`config.mk`:
```
export PLATFORM = sky130hd
export DESIGN_NAME = vlsu_req_queue
export DESIGN_NICKNAME = d
export VERILOG_FILES = /design/src/rtl/vlsu_req_queue.sv
export SDC_FILE = /design/constraint.sdc
export NUM_CORES = 1
export LEC_CHECK = 0
export BUFFER_PORTS_ARGS = -buffer_cell sky130_fd_sc_hd__clkbuf_2
export CAP_MARGIN = 20
export CORE_UTILIZATION = 45
export CTS_BUF_LIST = sky130_fd_sc_hd__clkbuf_8
export CTS_CLUSTER_DIAMETER = 30
export DETAILED_ROUTE_END_ITERATION = 7
export PLACE_DENSITY_LB_ADDON = 0.12
export SYNTH_ARGS = -nofsm -noshare
export SYNTH_HDL_FRONTEND = slang
export SYNTH_SLANG_ARGS = --single-unit
```
`constraint.sdc`:
```
create_clock -name clk_i -period 4.25 [get_ports clk_i]
set_input_delay 0.6375 -clock clk_i [delete_from_list [all_inputs] [get_ports clk_i]]
set_output_delay 0.6375 -clock clk_i [all_outputs]
set_load 0.03 [all_outputs]
```
`src/rtl/vlsu_req_queue.sv`:
```
// Purpose : request queue in front of the VLSU; in-flight requests all share one direction.
// Latency : 1 cycle push -> vlsu_req_valid_o (0 cycles with VLSU_REQ_QUEUE_BYPASS_EN defined).
// Backpr. : req_ready_o drops when the FIFO is full; issue stalls at MaxInflight or on a direction change.
//
// Optional feature macro: VLSU_REQ_QUEUE_BYPASS_EN (same-cycle pass-through when the queue is empty).
//
// Ports:
//   clk_i, rst_i                         clock, synchronous active-high reset
//   req_valid_i / req_ready_o / req_i    upstream dispatcher handshake
//   vlsu_req_valid_o / vlsu_req_ready_i  downstream VLSU request handshake
//   vlsu_req_o                           request presented to the VLSU
//   done_i                               one-cycle pulse: one issued request retired
//   count_o, inflight_o                  FIFO occupancy and issued-but-not-retired count
//   idle_o, err_o                        nothing queued or in flight; sticky done-underflow flag
//
// The isLoad field must be the least-significant bit of the packed payload
// (with the default vlsu_req_t = logic the payload is isLoad itself).

module vlsu_req_queue #(
  parameter int unsigned Depth       = 4,
  parameter int unsigned MaxInflight = 2,
  parameter type         vlsu_req_t  = logic
) (
  input  logic                             clk_i,
  input  logic                             rst_i,
  input  logic                             req_valid_i,
  output logic                             req_ready_o,
  input  vlsu_req_t                        req_i,
  output logic                             vlsu_req_valid_o,
  input  logic                             vlsu_req_ready_i,
  output vlsu_req_t                        vlsu_req_o,
  input  logic                             done_i,
  output logic [$clog2(Depth+1)-1:0]       count_o,
  output logic [$clog2(MaxInflight+1)-1:0] inflight_o,
  output logic                             idle_o,
  output logic                             err_o
);

  localparam int unsigned PtrW = (Depth > 1) ? $clog2(Depth) : 1;
  localparam int unsigned CntW = $clog2(Depth + 1);
  localparam int unsigned InfW = $clog2(MaxInflight + 1);

  // Storage and state
  vlsu_req_t         mem_q [Depth];
  logic [PtrW-1:0]   rd_ptr_q;
  logic [PtrW-1:0]   wr_ptr_q;
  logic [CntW-1:0]   count_q;
  logic [InfW-1:0]   inflight_q;
  logic              dir_q;       // direction of the requests currently in flight (1 = load)
  logic              err_q;

  // Combinational control
  vlsu_req_t         head;
  vlsu_req_t         cand;        // request that would issue this cycle
  logic              cand_is_load;
  logic              issue_ok;
  logic              fifo_valid;
  logic              bypass;
  logic              issue;
  logic              push;
  logic              pop;

  function automatic logic [PtrW-1:0] ptr_inc(input logic [PtrW-1:0] p);
    return (p == PtrW'(Depth - 1)) ? '0 : p + PtrW'(1);
  endfunction

  assign head = mem_q[rd_ptr_q];

`ifdef VLSU_REQ_QUEUE_BYPASS_EN
  // With an empty FIFO the incoming request is the issue candidate.
  assign cand   = (count_q == '0) ? req_i : head;
  assign bypass = (count_q == '0) && issue_ok && req_valid_i;
  assign vlsu_req_o = bypass ? req_i : head;
`else
  // No path from req_i / req_valid_i to the VLSU side: everything goes through the FIFO.
  assign cand   = head;
  assign bypass = 1'b0;
  assign vlsu_req_o = head;
`endif

  assign cand_is_load = 1'(cand);

  // A new request may join the in-flight set only if it travels in the same
  // direction, so loads and stores never overtake one another.
  assign issue_ok = (inflight_q < InfW'(MaxInflight)) &&
                    ((inflight_q == '0) || (cand_is_load == dir_q));

  assign fifo_valid       = (count_q != '0) && issue_ok;
  assign vlsu_req_valid_o = !rst_i && (fifo_valid || bypass);
  assign req_ready_o      = !rst_i && (count_q < CntW'(Depth));

  assign issue = vlsu_req_valid_o && vlsu_req_ready_i;
  // A bypassed request that is accepted downstream never occupies a FIFO slot.
  assign push  = req_valid_i && req_ready_o && !(bypass && vlsu_req_ready_i);
  assign pop   = issue && !bypass;

  // Payload storage carries no reset; validity is tracked by count_q.
  always_ff @(posedge clk_i) begin
    if (push) begin
      mem_q[wr_ptr_q] <= req_i;
    end
  end

  always_ff @(posedge clk_i) begin
    if (rst_i) begin
      rd_ptr_q   <= '0;
      wr_ptr_q   <= '0;
      count_q    <= '0;
      inflight_q <= '0;
      dir_q      <= 1'b1;
      err_q      <= 1'b0;
    end else begin
      if (push) begin
        wr_ptr_q <= ptr_inc(wr_ptr_q);
      end
      if (pop) begin
        rd_ptr_q <= ptr_inc(rd_ptr_q);
      end

      case ({push, pop})
        2'b10:   count_q <= count_q + CntW'(1);
        2'b01:   count_q <= count_q - CntW'(1);
        default: count_q <= count_q;
      endcase

      if (issue) begin
        dir_q <= cand_is_load;
      end

      // issue is only possible below MaxInflight, so the increment cannot overflow.
      if (issue && !done_i) begin
        inflight_q <= inflight_q + InfW'(1);
      end else if (!issue && done_i) begin
        if (inflight_q == '0) begin
          err_q <= 1'b1;
        end else begin
          inflight_q <= inflight_q - InfW'(1);
        end
      end
    end
  end

  assign count_o    = count_q;
  assign inflight_o = inflight_q;
  assign idle_o     = (count_q == '0) && (inflight_q == '0);
  assign err_o      = err_q;

endmodule
```
* After elaboration in Yosys (flattened, before gate mapping)
Memories as Yosys holds them, arrays and structs flattened. A register that Yosys moved wholly into a read port is not among the register bits.
Index checks and enable logic that the tools add are counted.
** Cells by class
- $add $sub $neg :: 6
- Multipliers :: 0
- Div/mod/pow operators :: 0
- Order comparisons :: 2
- Equality and inequality tests :: 6
- Shift operators :: 0
- Multiplexer cells :: 10
- Bitwise logic cells :: 1
- Reduce and logical (&&, ||, !) cells :: 20
** Operator list (number)
- 2-bit 2-to-1 mux :: 7
- 1-bit logical AND :: 9
- 2-bit by 1-bit adder with 2-bit output (second input constant) :: 3
- 2-bit == test (second input constant) :: 3
- 3-bit one-hot mux with 2 select lines :: 1
- 2-bit nonzero test :: 2
- 3-bit by 1-bit adder with 3-bit output (second input constant) :: 1
- 1-bit logical NOT :: 3
- 3-bit logical NOT :: 1
- 3-bit less-than comparator (second input constant) :: 1
- 3-bit AND reduction :: 1
- 3-bit nonzero test :: 1
- 3-bit by 1-bit subtractor with 3-bit output (second input constant) :: 1
- 2-bit by 1-bit == test with 1-bit output (second input constant) :: 1
- 2-bit logical NOT :: 1
- 2-bit less-than comparator (second input constant) :: 1
- 1-bit 2-to-1 mux :: 2
- 2-bit by 1-bit != test with 1-bit output (second input constant) :: 1
- 2-bit AND reduction :: 1
- 2-bit by 1-bit subtractor with 2-bit output (second input constant) :: 1
- 1-bit == test :: 1
- 1-bit logical OR :: 1
- 1-bit inverter :: 1
** Storage, ports and cells
- Bits in registers :: 11
- Latch bits :: 0
- Memory bits (writable) :: 4
- ROM bits :: 0
- Memories :: 1
** Memory list
- mem_q :: words 4, bits a word 1, rd ports 1, clocked after Yosys merged registers in 1, write ports 1, line 44 : vlsu_req_t mem_q [Depth];

* Logic depth before layout (Yosys ltp)
Gate-level depths: netlist of run 1.
- Depth after elaboration :: 10
- Mapped depth :: 11
- Gate-level depth less buffers :: 10

* Worst setup path before layout of run 1
No wires, ideal clock.
- Kind :: input -> register
- Start :: in rst_i
- End :: reg count_q[2] (netlist: count_o[2])
- Arrival :: 2371 ps
- Path slack :: 1809 ps
- Stages on the path :: 9
- Buffers on the path :: 0
- Path through :: nor2_1 and2_1 inv_1 ha_1 inv_1 fa_1 xor2_1 or3_1 a21oi_1
** Between the ends
- Longest elaborated chain between the ends :: 5
** Ends and longest elaborated chain
- start, declared :: line 25 : input logic rst_i,
- 1-bit logical NOT :: line 89, 90
- 1-bit logical AND, on equally long branches :: line 89, 90
- 1-bit logical AND, on equally long branches :: line 92, 94
- 2-bit by 1-bit == test with 1-bit output / 2-bit == test (equally long branches) :: line 120 : case ({push, pop})
- 3-bit one-hot mux with 2 select lines / 2-bit nonzero test (equally long branches)
- end signal, assigned :: line 121 : 2'b10: count_q <= count_q + CntW'(1);
- end signal, assigned :: line 122 : 2'b01: count_q <= count_q - CntW'(1);
- end signal, assigned :: line 123 : default: count_q <= count_q;
- end, declared :: line 47 : logic [CntW-1:0] count_q;
Parallel ways exist; a longest one is shown, timed or not.
A chain may end at the register's enable or synchronous reset.

==> flow_summary_export.csv, run 1 <==
group,metric,value,unit
outcome,status,"complete, no violations",
timing,period_minus_slack,2.59,ns
worst_setup_path,worst-path-max-fanout,5,
cells_and_area,final_cell_area,0.00107,sq mm
worst_setup_path,critPathMaxStageDelay,0.37,ns
clock_tree,cts_buffer_depth,2,
clock_tree,holdBufCountCts,0,
cells_and_area,drive_gt1_frac,0.231,
global_route,first_global_vias,621,
floorplan,die-height,47.4,um
placed_design,dpl-instance-area,0.00102,sq mm
min_path,hold_path_class,"flip-flop to flip-flop",
power_and_ir_drop,swShare,0.306,
global_route,gr-total-overflow,0,
routing,vias,673,
clock_tree,cts.sinks,17,
routing,drcViolationCount,0,
timing,skew,0.00258,ns
synthesis,synth_cell_type_count,29,
timing,timing.slew.headroom,0.804,
timing,tns,0,ns
worst_setup_path,cp.arrival,2.77,ns
cells_and_area,antenna_cells,0,
power_and_ir_drop,p_int,279,uW
routing,ant_nets,0,
global_route,groute.usage.overall,0.170,
placed_design,dp.cells,131,
clock_tree,numCtsBuffers,3,
synthesis,syn_nets,106,
power_and_ir_drop,power,402,uW
timing,rsz0062_at_grt,"no",
synthesis,netlist_instances,91,
routing,wirelength,1510,um
placed_design,hpwl,1150,um
power_and_ir_drop,clkPwrFrac,0.304,
routing,initialDrtViolationCount,5,
cells_and_area,fillers,187,
synthesis,avgSynthCellArea,10.2,sq um
clock_tree,h-tree-depth,1,
worst_setup_path,crit_required,4.43,ns
worst_setup_path,cp-end-kind,"flip-flop",
power_and_ir_drop,p_per_area,376,mW/mm^2
clock_tree,post_cts_buffers,0,
synthesis,ys_seq_area_frac,0.410,
worst_setup_path,path_class,"flip-flop to flip-flop",
synthesis,synthArstFlopShare,0,
worst_setup_path,cp_common_cell,"inv_1",
cells_and_area,stdcell_count,135,
timing,hold_violations,0,
timing,finalCritPeriodShare,0.609,
worst_setup_path,startpoint_type,"flip-flop",
timing,setup_viol,0,
clock_tree,cts_root_buf,"clkbuf_8",
floorplan,core-area,0.00194,sq mm
floorplan,ios,16,
synthesis,ys_seq_elements,17,
min_path,whs_path_depth,2,
synthesis,ys_warn_count,0,
floorplan,die_area,0.00225,sq mm
timing,holdWs,0.474,ns
clock_tree,cts_resized,0,
power_and_ir_drop,power_leakage,0.486,nW
synthesis,synth-edff-count,4,
worst_setup_path,path_cells,"mux2i_1 -> mux2i_2 -> nand3_4 -> inv_1 -> ha_1 -> inv_1 -> fa_1 -> xor2_1 -> or3_1 -> a21oi_1",
power_and_ir_drop,p_switching,123,uW
power_and_ir_drop,combPwrFrac,0.227,
floorplan,start_util,0.477,
routing,drt_first_pass_iters,2,
timing,slew_violations,0,
routing,wl_per_cell,11.2,um
power_and_ir_drop,seqPwrFrac,0.468,
global_route,grt_antenna_before_repair,0,
timing,fmax,386,MHz
clock_tree,clk_latency,0.25,ns
placed_design,io_buffers,15,
cells_and_area,syn_to_final_growth,15.4,%
synthesis,syn_area,927,sq um
global_route,grt_max_degree,15,
cells_and_area,nets,124,
flow_run,max_cap_violations,0,
worst_setup_path,reg2reg_depth,10,
power_and_ir_drop,vdd.ir_drop.worst,0.326,mV
synthesis,synth_flop_cell,"dfxtp_1",
worst_setup_path,crit_slowest_cell,"dfxtp_1",
placed_design,gp_congestion,0.689,
timing,tightest_slew,0.286,ns
floorplan,num_rows,16,
floorplan,die_w,47.4,um
clock_tree,cts_tree,"done",
global_route,grt_pass1_wl,2540,um
routing,vias_per_cell,4.99,
clock_tree,path_clk_slew,0.07,ns
==> metal layers <==
| metal | GRT usage | vias to the layer above | routed length [um] |
|---|---|---|---|
| li1 | - | 345 | - |
| met1 | 0.190 | 316 | 675 |
| met2 | 0.282 | 10 | 760 |
| met3 | 0.0885 | 2 | 63 |
| met4 | 0.0514 | 0 | 11 |
| met5 | 0 | - | 0 |
==> worst paths after layout <==
kind / from / end / slack [ns]
worst max register to register: flip-flop / count_o[2] / 1.66
worst min register to register: err_o / err_o / 0.47
worst max-delay path: flip-flop / count_o[2] / 1.66
worst min-delay path: err_o / err_o / 0.47
==> worst max-delay path: cells and delay by family (launching register included) <==
family | cells | cell delay (ns)
multiplexers | 2 | 0.66
buffers and inverters | 2 | 0.17
AND/OR/NAND/NOR | 2 | 0.45
adder cells (fa/ha/maj) | 2 | 0.55
flip-flops | 1 | 0.37
AO/OA/AOI/OAI | 1 | 0.15
XOR/XNOR | 1 | 0.16
==> synth_stat cells, drive strengths merged (2+ instances only) <==
library cell | number | area (sq um)
edfxtp | 4 | 120
o21ai | 4 | 20.0
inv | 8 | 30.0
nor2 | 11 | 41.3
dfxtp | 13 | 260
ha | 8 | 100
a21oi | 4 | 20.0
nor3b | 2 | 15.0
and2b | 2 | 15.0
and3 | 5 | 31.3
nand3 | 2 | 22.5
o31ai | 2 | 15.0
or3 | 3 | 18.8
mux2 | 3 | 45.0
mux2i | 5 | 53.8
nor2b | 2 | 12.5
nand2 | 2 | 7.51
xor2 | 2 | 17.5
==> metrics by stage <==
| step | worst slack, ns | utilization |
|---|---|---|
| floorplan | 1.81 | - |
| global placement | 1.56 | 0.526 |
| detailed placement | 1.53 | 0.526 |
| CTS | 1.66 | 0.551 |
| global route | 1.55 | 0.551 |
| finish | 1.66 | 0.551 |
==> cell usage in the layout (no fill, tap or decap), types with 2 or more instances in the layout <==
| master | instances |
|---|---|
| o31ai_1 | 2 |
| mux2_4 | 3 |
| nor3b_1 | 2 |
| nor2_1 | 11 |
| a21oi_1 | 4 |
| inv_1 | 8 |
| and3_1 | 5 |
| dfxtp_1 | 13 |
| clkbuf_8 | 3 |
| xor2_1 | 2 |
| nand2_1 | 2 |
| clkbuf_2 | 15 |
| or3_1 | 3 |
| mux2i_1 | 4 |
| edfxtp_1 | 4 |
| o21ai_0 | 4 |
| ha_1 | 8 |
| and2b_1 | 2 |
| nor2b_1 | 2 |
==> power groups by stage <==
stage               Clock [mW]  Combinational, mW  Sequential [mW]
floorplan                    0             0.0614            0.199
global placement             0             0.0915            0.192
detailed placement           0             0.0923            0.192
CTS                      0.127             0.0934            0.189
global route             0.138              0.102            0.190
finish                   0.123             0.0915            0.188
==> area by class of cell <==
class	instances	area, sq um	share of cell area
Multi-Input combinational cell	64	502	0.469
Sequential cell	17	380	0.356
Timing Repair Buffer	15	75.1	0.0702
Clock buffer	3	41.3	0.0386
Tap cell	27	33.8	0.0316
Inverter	8	30.0	0.0281
Clock inverter	1	7.51	0.00702
==> cell families (layout without fill, tap and decap cells) <==
kind of cell / after synthesis / in the layout / share of synthesized area
adder cells (fa/ha/maj): 9 / 9 / 0.130
flip-flops: 17 / 17 / 0.410
XOR/XNOR: 2 / 2 / 0.0189
AO/OA/AOI/OAI: 10 / 10 / 0.0594
multiplexers: 8 / 8 / 0.107
AND/OR/NAND/NOR: 35 / 35 / 0.227
buffers and inverters: 10 / 27 / 0.0486
Power figures use the tool's default switching activity.
==> run 2: changes to the inputs <==
==> constraint.sdc (replaced) <==
create_clock -name clk_i -period 2.4 [get_ports clk_i]
set_input_delay 0.36 -clock clk_i [delete_from_list [all_inputs] [get_ports clk_i]]
set_output_delay 0.36 -clock clk_i [all_outputs]
set_load 0.03 [all_outputs]
==> run 2 against run 1 <==
Critical path depth is the same. Sequential power grew 77%. Global-route usage grew 0.30 points. Highest routed layer unchanged. Count of clock-buffer cells in the layout is the same. Die area is the same. Wire length grew 18%. Via count grew 4.9%. Non-clock buffer count grew 9. Worst hold slack lost 0.15 ns. Cell count grew 6.7%. Combinational power grew 100%. Largest power group unchanged. Clock power grew 78%.
==> flow_summary_export.csv, run 2 (same netlist as run 1, synthesis figures left out) <==
group,metric,value,unit
outcome,status,"complete, no violations",
cells_and_area,drive_gt1_frac,0.342,
worst_setup_path,path_class,"flip-flop to flip-flop",
cells_and_area,seqCellArea,382,sq um
floorplan,ios,16,
routing,ant_nets,0,
cells_and_area,final_cell_area,0.00116,sq mm
clock_tree,h-tree-depth,1,
cells_and_area,antenna_cells,0,
placed_design,io_buffers,15,
timing,tns,0,ns
routing,drt_first_pass_iters,4,
cells_and_area,most-common-layout-cells,"clkbuf_2, dfxtp_1, nor2_1",
placed_design,hpwl,1280,um
clock_tree,cts_tree,"done",
worst_setup_path,r2r_end,"count_o[2]",
worst_setup_path,crit_required,2.59,ns
worst_setup_path,reg2reg_depth,10,
floorplan,core-area,0.00194,sq mm
global_route,groute.usage.overall,0.173,
timing,finalCritPeriodShare,0.973,
floorplan,die_w,47.4,um
flow_run,max_cap_violations,0,
global_route,gr-total-overflow,0,
routing,initialDrtViolationCount,15,
cells_and_area,stdcell_count,144,
global_route,first_global_vias,655,
clock_tree,cts.sinks,17,
power_and_ir_drop,power,738,uW
placed_design,dpl-instance-area,0.00107,sq mm
worst_setup_path,cp.arrival,2.53,ns
floorplan,die-height,47.4,um
floorplan,start_util,0.477,
routing,drcViolationCount,0,
timing,hold_violations,0,
timing,slew_violations,0,
floorplan,num_rows,16,
global_route,grt_pass1_wl,2660,um
worst_setup_path,startpoint_type,"flip-flop",
min_path,hold_path_class,"primary input to flip-flop",
timing,period_minus_slack,2.33,ns
power_and_ir_drop,p_per_area,635,mW/mm^2
cells_and_area,nets,133,
routing,wirelength,1780,um
min_path,holdPathEnd,"mem_q[0]",
timing,fmax,428,MHz
timing,skew,0.00344,ns
cells_and_area,fillers,185,
min_path,whs_path_depth,1,
worst_setup_path,worst-path-max-fanout,2,
clock_tree,cts_root_buf,"clkbuf_8",
clock_tree,clk_latency,0.25,ns
power_and_ir_drop,vdd.ir_drop.worst,0.356,mV
timing,timing.slew.headroom,0.803,
floorplan,die_area,0.00225,sq mm
worst_setup_path,cp-end-kind,"flip-flop",
placed_design,dpl_worst_slack,-0.0461,ns
cells_and_area,layout_commonest_cell,"clkbuf_2",
timing,tightest_slew,0.289,ns
clock_tree,cts_buffer_depth,2,
clock_tree,path_clk_slew,0.07,ns
global_route,grt_max_degree,11,
timing,worst_slack,0.0652,ns
power_and_ir_drop,power_leakage,0.537,nW
global_route,grt_antenna_before_repair,0,
placed_design,dp.cells,137,
cells_and_area,syn_to_final_growth,25.2,%
timing,rsz0062_at_grt,"yes",
routing,wl_per_cell,12.3,um
min_path,hp-start,"req_i",
cells_and_area,multi_input_area,524,sq um
placed_design,gp_congestion,0.694,
routing,vias,706,
worst_setup_path,ff2ff_setup_slack,0.07,ns
clock_tree,numCtsBuffers,3,
routing,vias_per_cell,4.90,
timing,setup_viol,0,
run 2: worst max path at each step:
| stage | start | endpoint | slack [ns] |
|---|---|---|---|
| after global routing | mem_q[2] | count_o[2] | -0.04 |
| after global placement | flip-flop | count_o[2] | 0.05 |
| after CTS | mem_q[2] | count_o[2] | 0.02 |
| after detailed placement | flip-flop | count_o[2] | -0.05 |
| final | flip-flop | count_o[2] | 0.07 |
| after floorplan | inflight_o[0] | count_o[2] | 0.006 |
run 2: layout make-up:
type	instances	area share
multi-input cells	64	0.452
flip-flops and latches	17	0.329
repair buffers	24	0.123
clock buffers	3	0.0356
well taps	27	0.0291
inverters	8	0.0280
clock inverters	1	0.00431
run 2: layer usage:
| metal | global-route usage | vias to the layer above | part of all wire |
|---|---|---|---|
| met5 | 0 | - | 0 |
| met4 | 0.0857 | 0 | 0.0073 |
| met3 | 0.0346 | 2 | 0.031 |
| met2 | 0.277 | 14 | 0.50 |
| met1 | 0.222 | 326 | 0.46 |
| li1 | - | 364 | - |
run 2: metrics by stage:
stage	hold WS [ns]	utilization
after floorplan	0.459	-
after global placement	0.451	0.549
after detailed placement	0.472	0.549
after CTS	0.317	0.581
after global routing	0.319	0.598
final	0.327	0.598
run 2: critical path: stages (launching register included):
cell and delay [ns]:
dfxtp_2 0.34, mux2i_2 0.26, mux2i_2 0.35, nand3_4 0.13, inv_4 0.09, ha_4 0.13
inv_1 0.05, fa_2 0.33, xor2_1 0.15, or3_1 0.31, a21oi_1 0.12
run 2: repair_timing:
action | in CTS | in global routing
resized for setup | 4 | 4
hold buffers | 0 | 0
setup buffers | 1 | 2
endpoints found under the setup margin | 1 | 1
pin swaps | 0 | 2
run 2: report_power, final:
group	switching, mW	internal (mW)
logic	0.108	0.0774
clock network	0.104	0.115
registers	0.0182	0.315
total	0.230	0.508
==> run 3: changes to the inputs <==
--- a/config.mk
+++ b/config.mk
@@ -5,6 +5,7 @@
 export SDC_FILE = /design/constraint.sdc
 export NUM_CORES = 1
 export LEC_CHECK = 0
+export ABC_AREA = 1
 export BUFFER_PORTS_ARGS = -buffer_cell sky130_fd_sc_hd__clkbuf_2
 export CAP_MARGIN = 20
 export CORE_UTILIZATION = 45
==> run 3 against run 2 <==
Cell count grew 6.3%. Worst hold slack gained 0.014 ns. Global-route usage shrank 1.3 points. Setup slack gained 0.26 ns. Critical endpoint unchanged. Critical path type unchanged. Clock power shrank 5%. Count of clock-buffer cells in the layout is the same.
==> flow_summary_export.csv, run 3 <==
group,metric,value,unit
routing,drt_first_pass_iters,4,
worst_setup_path,critPathMaxStageDelay,0.37,ns
synthesis,ys_seq_area_frac,0.419,
synthesis,synthTopCellsByArea,"dfxtp_1, edfxtp_1, ha_1",
floorplan,num_rows,15,
timing,tns,0,ns
power_and_ir_drop,power_leakage,0.516,nW
clock_tree,cts_buffer_depth,2,
power_and_ir_drop,vdd.ir_drop.worst,0.482,mV
worst_setup_path,startpoint_type,"flip-flop",
routing,initialDrtViolationCount,7,
routing,drcViolationCount,0,
placed_design,gp_congestion,0.766,
clock_tree,cts_tree,"done",
timing,tightest_slew,0.341,ns
flow_run,max_cap_violations,0,
global_route,grt_pass1_wl,2450,um
clock_tree,cts_resized,0,
worst_setup_path,critPathBufInv,2,
synthesis,synth_flop_cell,"dfxtp_1",
timing,hold_violations,0,
worst_setup_path,crit_slowest_cell,"edfxtp_1",
synthesis,syn_area,908,sq um
worst_setup_path,reg2reg_depth,14,
floorplan,die-height,46.9,um
worst_setup_path,path_class,"flip-flop to flip-flop",
global_route,grt_antenna_before_repair,0,
cells_and_area,antenna_cells,0,
worst_setup_path,cp.arrival,2.21,ns
power_and_ir_drop,p_per_area,646,mW/mm^2
synthesis,synth_top_cell_by_area,"dfxtp_1",
worst_setup_path,cpLargestDelayFamily,"simple AND/OR/NAND/NOR gates",
floorplan,ios,16,
cells_and_area,syn_to_final_growth,16.8,%
timing,rsz0062_at_grt,"no",
timing,finalCritPeriodShare,0.864,
clock_tree,cts.sinks,17,
global_route,first_global_vias,636,
worst_setup_path,crit_required,2.54,ns
routing,vias_per_cell,4.67,
synthesis,ys_warn_count,0,
min_path,holdPathEnd,"mem_q[0]",
min_path,whs_path_depth,1,
clock_tree,clk_latency,0.25,ns
worst_setup_path,ff2ff_setup_slack,0.33,ns
synthesis,ys_top_cells_by_count,"inv_1, nand2_1, nor2_1",
clock_tree,h-tree-depth,1,
clock_tree,post_cts_buffers,0,
synthesis,synth-edff-count,4,
synthesis,syn_nets,124,
cells_and_area,layout_commonest_cell,"inv_1",
min_path,hp-start,"req_i",
synthesis,synth_cell_type_count,22,
timing,skew,0.00124,ns
timing,worst_slack,0.326,ns
min_path,hold_path_class,"primary input to flip-flop",
cells_and_area,nets,144,
synthesis,ys_seq_elements,17,
floorplan,start_util,0.504,
synthesis,synthArstFlopShare,0,
outcome,status,"complete, no violations",
clock_tree,holdBufCountCts,0,
timing,setup_viol,0,
timing,timing.slew.headroom,0.771,
global_route,gr-total-overflow,0,
worst_setup_path,worst-path-max-fanout,7,
floorplan,die_area,0.00220,sq mm
clock_tree,numCtsBuffers,3,
timing,fmax,482,MHz
routing,wl_per_cell,9.73,um
global_route,groute.usage.overall,0.160,
clock_tree,cts_root_buf,"clkbuf_8",
routing,wirelength,1490,um
timing,period_minus_slack,2.07,ns
synthesis,yosys.cell_count.top_type,"inv_1",
cells_and_area,most-common-layout-cells,"inv_1, nand2_1, nor2_1",
worst_setup_path,path_cells,"nand2_1 -> nand3_2 -> nand2_2 -> nand2_2 -> nand3_4 -> nand3_4 -> inv_2 -> ha_1 -> inv_1 -> fa_1 -> a21oi_1 -> o21ai_0 -> xor2_1 -> nor2_1",
synthesis,avgSynthCellArea,8.33,sq um
synthesis,netlist_instances,109,
synthesis,synth_top_area_frac,0.287,
timing,slew_violations,0,
routing,ant_nets,0,
global_route,grt_max_degree,11,
cells_and_area,drive_gt1_frac,0.234,
placed_design,dpl_worst_slack,0.258,ns
worst_setup_path,timing.critical_path.from,"mem_q[3]",
placed_design,hpwl,1210,um
clock_tree,path_clk_slew,0.06,ns
placed_design,io_buffers,15,
worst_setup_path,r2r_end,"count_o[2]",
floorplan,die_w,46.9,um
floorplan,core-area,0.00180,sq mm
worst_setup_path,r2r-start,"mem_q[3]",
routing,vias,714,
worst_setup_path,cp-end-kind,"flip-flop",
[run 3: cell type report]
cell class	count	area (sq um)
fill	173	741
clock buffer	3	41.3
timing repair buffer	15	75.1
inverter	24	90.1
clock inverter	1	5.00
tap	25	31.3
multi-input combinational	68	438
sequential	17	380
[run 3: stage by stage]
| step | cells | hold WS (ns) | instance area (sq um) | power (mW) | util |
|---|---|---|---|---|---|
| floorplan | 109 | 0.429 | 908 | 0.444 | - |
| global placement | 149 | 0.447 | 1010 | 0.481 | 0.563 |
| detailed placement | 149 | 0.443 | 1010 | 0.485 | 0.563 |
| CTS | 153 | 0.333 | 1060 | 0.696 | 0.589 |
| global route | 153 | 0.338 | 1060 | 0.726 | 0.589 |
| finish | 153 | 0.341 | 1060 | 0.685 | 0.589 |
[run 3: worst max-delay path by stage]
| stage | to | slack [ns] | depth (start not counted) |
|---|---|---|---|
| 2_1_floorplan | count_o[2] | 0.26 | 11 |
| 3_3_place_gp | count_o[2] | 0.32 | 11 |
| 3_5_place_dp | count_o[2] | 0.26 | 11 |
| 4_1_cts | count_o[2] | 0.30 | 13 |
| 5_1_grt | count_o[2] | 0.05 | 15 |
| 6_report | count_o[2] | 0.33 | 14 |
[run 3: kinds of logic after synthesis]
| family | after synthesis | share of synthesized area |
|---|---|---|
| simple gates | 48 | 0.278 |
| buf+inv | 24 | 0.0992 |
| flops | 17 | 0.419 |
| compound gates | 10 | 0.0620 |
| fa+ha+maj | 9 | 0.132 |
| xor+xnor | 1 | 0.00964 |
[run 3: worst register-to-register path, cell delays in order (launching register included)]
cell	delay [ns]
edfxtp_1	0.37
nand2_1	0.09
nand3_2	0.09
nand2_2	0.08
nand2_2	0.06
nand3_4	0.07
nand3_4	0.11
inv_2	0.08
ha_1	0.13
inv_1	0.06
fa_1	0.37
a21oi_1	0.14
o21ai_0	0.11
xor2_1	0.14
nor2_1	0.05
[run 3: layer usage]
layer	up-vias	routed length (um)	GRT usage
met1	315	767	0.215
met4	0	12	0.0857
met5	-	0	0
met2	14	648	0.242
met3	2	60	0.0346
li1	383	-	-
[run 3: report_power, final]
part	total [mW]	switching, mW	internal [mW]
combinational	0.152	0.103	0.0494
sequential	0.325	0.0134	0.312
clock	0.208	0.0927	0.115
